$ cat src/rtl/regfile_onehot_port.sv
// regfile_onehot_port: 32-entry register file written by a one-hot selector, two bypassed synchronous read ports
module regfile_onehot_port #(
  parameter int DWIDTH = 32,
  parameter bit ZERO_REG0 = 1'b1
) (
  input  logic              Clock,
  input  logic              Resetn,
  input  logic [31:0]       Selector,
  input  logic [DWIDTH-1:0] WriData,
  input  logic [4:0]        RdAddA,
  input  logic [4:0]        RdAddB,
  input  logic              RdEn,
  output logic [DWIDTH-1:0] RdDataA,
  output logic [DWIDTH-1:0] RdDataB,
  output logic              RdValid,
  output logic              SelErr,
  output logic [7:0]        SelErrCnt
);
  logic [DWIDTH-1:0] regs [32];
  logic multiHot;
  logic wrEn;
  assign multiHot = |(Selector & (Selector - 32'd1));
  assign wrEn = (|Selector) && !multiHot && !(ZERO_REG0 && Selector[0]);
  // Storage: a legal one-hot selector loads WriData into the selected register
  always_ff @(posedge Clock or negedge Resetn) begin
    if (!Resetn) begin
      for (int i = 0; i < 32; i++) regs[i] <= '0;
    end else begin
      for (int i = 0; i < 32; i++) if (wrEn && Selector[i]) regs[i] <= WriData;
    end
  end
  // Read ports: one-cycle latency, write-first bypass on a same-edge legal write
  always_ff @(posedge Clock or negedge Resetn) begin
    if (!Resetn) begin
      RdDataA <= '0;
      RdDataB <= '0;
      RdValid <= 1'b0;
    end else begin
      RdValid <= RdEn;
      if (RdEn) begin
        RdDataA <= (wrEn && Selector[RdAddA]) ? WriData : regs[RdAddA];
        RdDataB <= (wrEn && Selector[RdAddB]) ? WriData : regs[RdAddB];
      end
    end
  end
  // Malformed selector reporting: one-cycle pulse and saturating counter
  always_ff @(posedge Clock or negedge Resetn) begin
    if (!Resetn) begin
      SelErr <= 1'b0;
      SelErrCnt <= '0;
    end else begin
      SelErr <= multiHot;
      SelErrCnt <= (multiHot && SelErrCnt != 8'hFF) ? SelErrCnt + 8'd1 : SelErrCnt;
    end
  end
endmodule
$ cat config.mk
export PLATFORM = sky130hd
export DESIGN_NAME = regfile_onehot_port
export DESIGN_NICKNAME = d
export VERILOG_FILES = /design/src/rtl/regfile_onehot_port.sv
export SDC_FILE = /design/constraint.sdc
export NUM_CORES = 2
export LEC_CHECK = 0
export BUFFER_PORTS_ARGS = -buffer_cell sky130_fd_sc_hd__buf_2
export CAP_MARGIN = 10
export CORE_MARGIN = 1
export CORE_UTILIZATION = 68
export CTS_CLUSTER_SIZE = 20
export DETAILED_ROUTE_END_ITERATION = 8
export GPL_TIMING_DRIVEN = 0
export PLACE_DENSITY = 0.82
export RECOVER_POWER = 50
export SETUP_SLACK_MARGIN = 0.3
export SLEW_MARGIN = 10
export SYNTH_ARGS = -nofsm -noshare
export SYNTH_HDL_FRONTEND = slang
export SYNTH_SLANG_ARGS = --single-unit
$ cat constraint.sdc
create_clock -name Clock -period 3.5 [get_ports Clock]
set_input_delay 0.35 -clock Clock [delete_from_list [all_inputs] [get_ports Clock]]
set_output_delay 0.35 -clock Clock [all_outputs]
set_load 0.005 [all_outputs]
==> results.yml <==
outcome:
  outcome: "finished, violations left"
  violations: "capacitance limit, slew limit"
clocking:
  htreeDepth: 3
  numCtsBuffers: 112
  cts_tree: "built"
  clkLatencyLatePin_ps: 740
  clkTransAtPathRegs_ps: 70
  clockBufferDepth: 3
  cts_root_buffer: "clkbuf_16"
  cts.sinks: 1098
flow_run:
  drv_cap: 1
power_and_ir_drop:
  power_frac_clock_pct: 46.1
  vdd_drop_max_mv: 0.428
  p_int_mw: 20.8
  p_per_area_nw_per_um2: 421
  pwr-share-seq_pct: 46.4
  combPwrFrac_pct: 7.6
  switchingPower_mw: 6.87
  leakage_nw: 30.4
  p_sw_share_pct: 24.8
global_route:
  grt_pass1_wl_mm: 282
  grt_pass1_vias: 41600
  grt_overflow_total: 0
  grt_use_total_pct: 45.9
  antenna_found_initial: 10
  grt_max_degree: 158
setup_path:
  reg2reg_from: "regs[30]"
  worstPathMaxFanout: 10
  r2r_slack_ps: 1360
  path_cells: "buf_2 > nor4_4 > nand4b_4 > nor4_1 > o2111ai_1 > nor4_4 > buf_4 > buf_4 > nand4_1 > buf_4 > mux2_2"
  crit_top_cell: "buf_4"
  worst_setup_path_start_kind: "primary input"
  r2r_cells: 5
  crit_arrival_ps: 3850
  end_kind: "flop"
  crit_start: "Selector[4]"
  crit_family: "simple AND/OR/NAND/NOR gates"
  slowest_delay_ps: 550
  cp.buffers_inverters: 4
  worstPathRequired_ps: 4090
  critPathKind: "primary input to flop"
  regToRegEndpoint: "RdDataB[30]"
  slowest_stage: "nand4_1"
die:
  num_rows: 107
  die_y_um: 295
  core_area_um2: 85100
  dieArea_um2: 87200
  die_w_um: 295
  start_util_pct: 68.7
  ios: 151
timing:
  rsz0062_at_grt: "yes"
  finalHoldViolations: 0
  fin_crit_ps: 3260
  clock_skew_ps: 41.2
  hold_ws_ps: 7.34
  worstMarginPinSlew_ps: 1640
  relSlewSlack_pct: -9.39
  setup_viol: 0
  fmax_mhz: 307
  drv_slew: 118
  finalCritPeriodShare_pct: 93.2
route:
  dr.pass1.iters: 8
  antenna_left: 0
  wl_mm: 194
  avgRoutedWirePerCell_um: 37.1
  num_vias: 40700
  remaining_drc_errors: 0
  via_per_inst: 7.78
  drt-initial-drc-count: 5390
synthesis:
  synth_nets: 3752
  synth_area_um2: 58500
  synth_cell_types: 50
  synth-async-reset-ratio_pct: 100
  ys_seq_area_share_pct: 47.0
  ys_ff_latch: 1098
  synthCells: 3674
  avgSynthCellArea_um2: 15.9
  synth_edf_count: 0
  yosys_warnings: 0
  ys.flop_type: "dfrtp_1"
placed_design:
  numPlacedInstances: 4971
  hpwl_mm: 131
  io_buffers: 142
  gp_congestion: 0.966
finish:
  area_growth_pct: 12.2
  drive_gt1_share_pct: 52.3
  final_core_util_pct: 77.1
  stdcell_count: 5231
  multi_input_comb_area_um2: 29000
  fillers: 4956
  fin_nets: 4061
  seqCellArea_um2: 27500
min_path:
  min_path_cells: 2
  hold_class: "primary input to flop"
  whs_endpoint: "regs[957]"
  min_from: "WriData[29]"
[cells in the final DEF, fill, tap and decap left out, types with 13 or more instances in the layout]
| cell | instances |
|---|---|
| o221ai_1 | 65 |
| clkbuf_8 | 30 |
| o211ai_1 | 65 |
| buf_4 | 36 |
| clkdlybuf4s15_2 | 23 |
| clkinv_2 | 18 |
| nand2b_1 | 69 |
| inv_1 | 71 |
| buf_1 | 13 |
| clkbuf_4 | 38 |
| dfrtp_1 | 1098 |
| buf_2 | 175 |
| clkbuf_16 | 114 |
| nand2_1 | 15 |
| dlygate4sd3_1 | 22 |
| nand4_1 | 83 |
| mux2_1 | 61 |
| clkbuf_1 | 288 |
| mux4_2 | 652 |
| mux2_2 | 942 |
| clkbuf_2 | 55 |
[cells by family (layout without fill, tap and decap cells)]
family	Yosys count	in the layout	share of synthesized area, %
and+or+nand+nor	227	227	2.59
other	0	9	0
muxes	1662	1662	44.6
buffers and inverters	512	916	3.48
DFF	1098	1098	47.0
adders and majority gates	4	4	0.0728
AOI/OAI and AO/OA	170	170	2.29
xor gates and xnor gates	1	1	0.0150
[stage by stage]
stage	power [mW]	area [um2]	worst slack [ps]	setup TNS, ps
after floorplan	14.0	58500	307	0
after global placement	15.0	60600	-21710	-
after detailed placement	15.0	60900	-1710	-641610
after CTS	27.5	65600	270	0
after global routing	28.1	65600	140	0
final	27.6	65600	239	0
[flip-flops by register name (all words and copies together) (netlist names)]
register   cells
RdValid        1
RdDataA       32
SelErr         1
RdDataB       32
SelErrCnt      8
regs        1024
[power by group through the flow]
stage                     logic (mW)  registers [mW]  clock network (mW)
after global routing            2.17            12.8                13.1
after detailed placement        1.98            13.0                   0
after CTS                       2.04            12.8                12.7
after global placement          1.92            13.1                   0
after floorplan                0.934            13.0                   0
final                           2.09            12.8                12.7
[how the worst max path moves through the flow]
stage,endpoint,slack (ps),cells past startpoint
global route,regs[521],140,10
finish,regs[459],240,11
CTS,regs[340],270,10
floorplan,RdDataA[21],310,8
global placement,regs[15],-21710,1
detailed placement,RdDataB[21],-1710,8
[area by class of cell]
type                       count  share of cell area, %
antenna                        9                 0.0343
timing repair buffer         195                   1.89
tap                         1144                   2.18
multi-input combinational   2064                   44.2
sequential                  1098                   41.9
inverter                      71                  0.406
clock buffer                 173                   5.14
clock inverter                36                  0.786
buffer                       441                   3.45
[synth_stat cells (20+ instances only)]
cell type / count / area (um2)
buf_1: 102 / 383
buf_2: 80 / 400
clkbuf_1: 256 / 961
dfrtp_1: 1098 / 27500
inv_1: 71 / 267
mux2_1: 60 / 676
mux2_2: 943 / 10600
mux4_2: 652 / 14700
nand2b_1: 69 / 432
nand4_1: 73 / 457
nand4_2: 20 / 250
o211ai_1: 65 / 488
o221ai_1: 65 / 569
[routing by layer]
metal	track usage, %	wire (um)	part of all wire [%]	vias up
met1	58.3	65700	34	21300
li1	-	-	-	15100
met5	1.22	254	0.13	-
met2	66.3	87200	45	3410
met3	17.1	26600	14	879
met4	30.6	14600	7.5	18
[what timing repair did]
action,CTS,global route
gates resized for setup,227,119
cloned,0,1
setup buffers,13,6
endpoints found under the hold margin,125,0
pin swaps,7,4
hold buffers,22,0
endpoints found under the setup margin,838,999
Note: power is estimated with default switching activity, not from simulation.
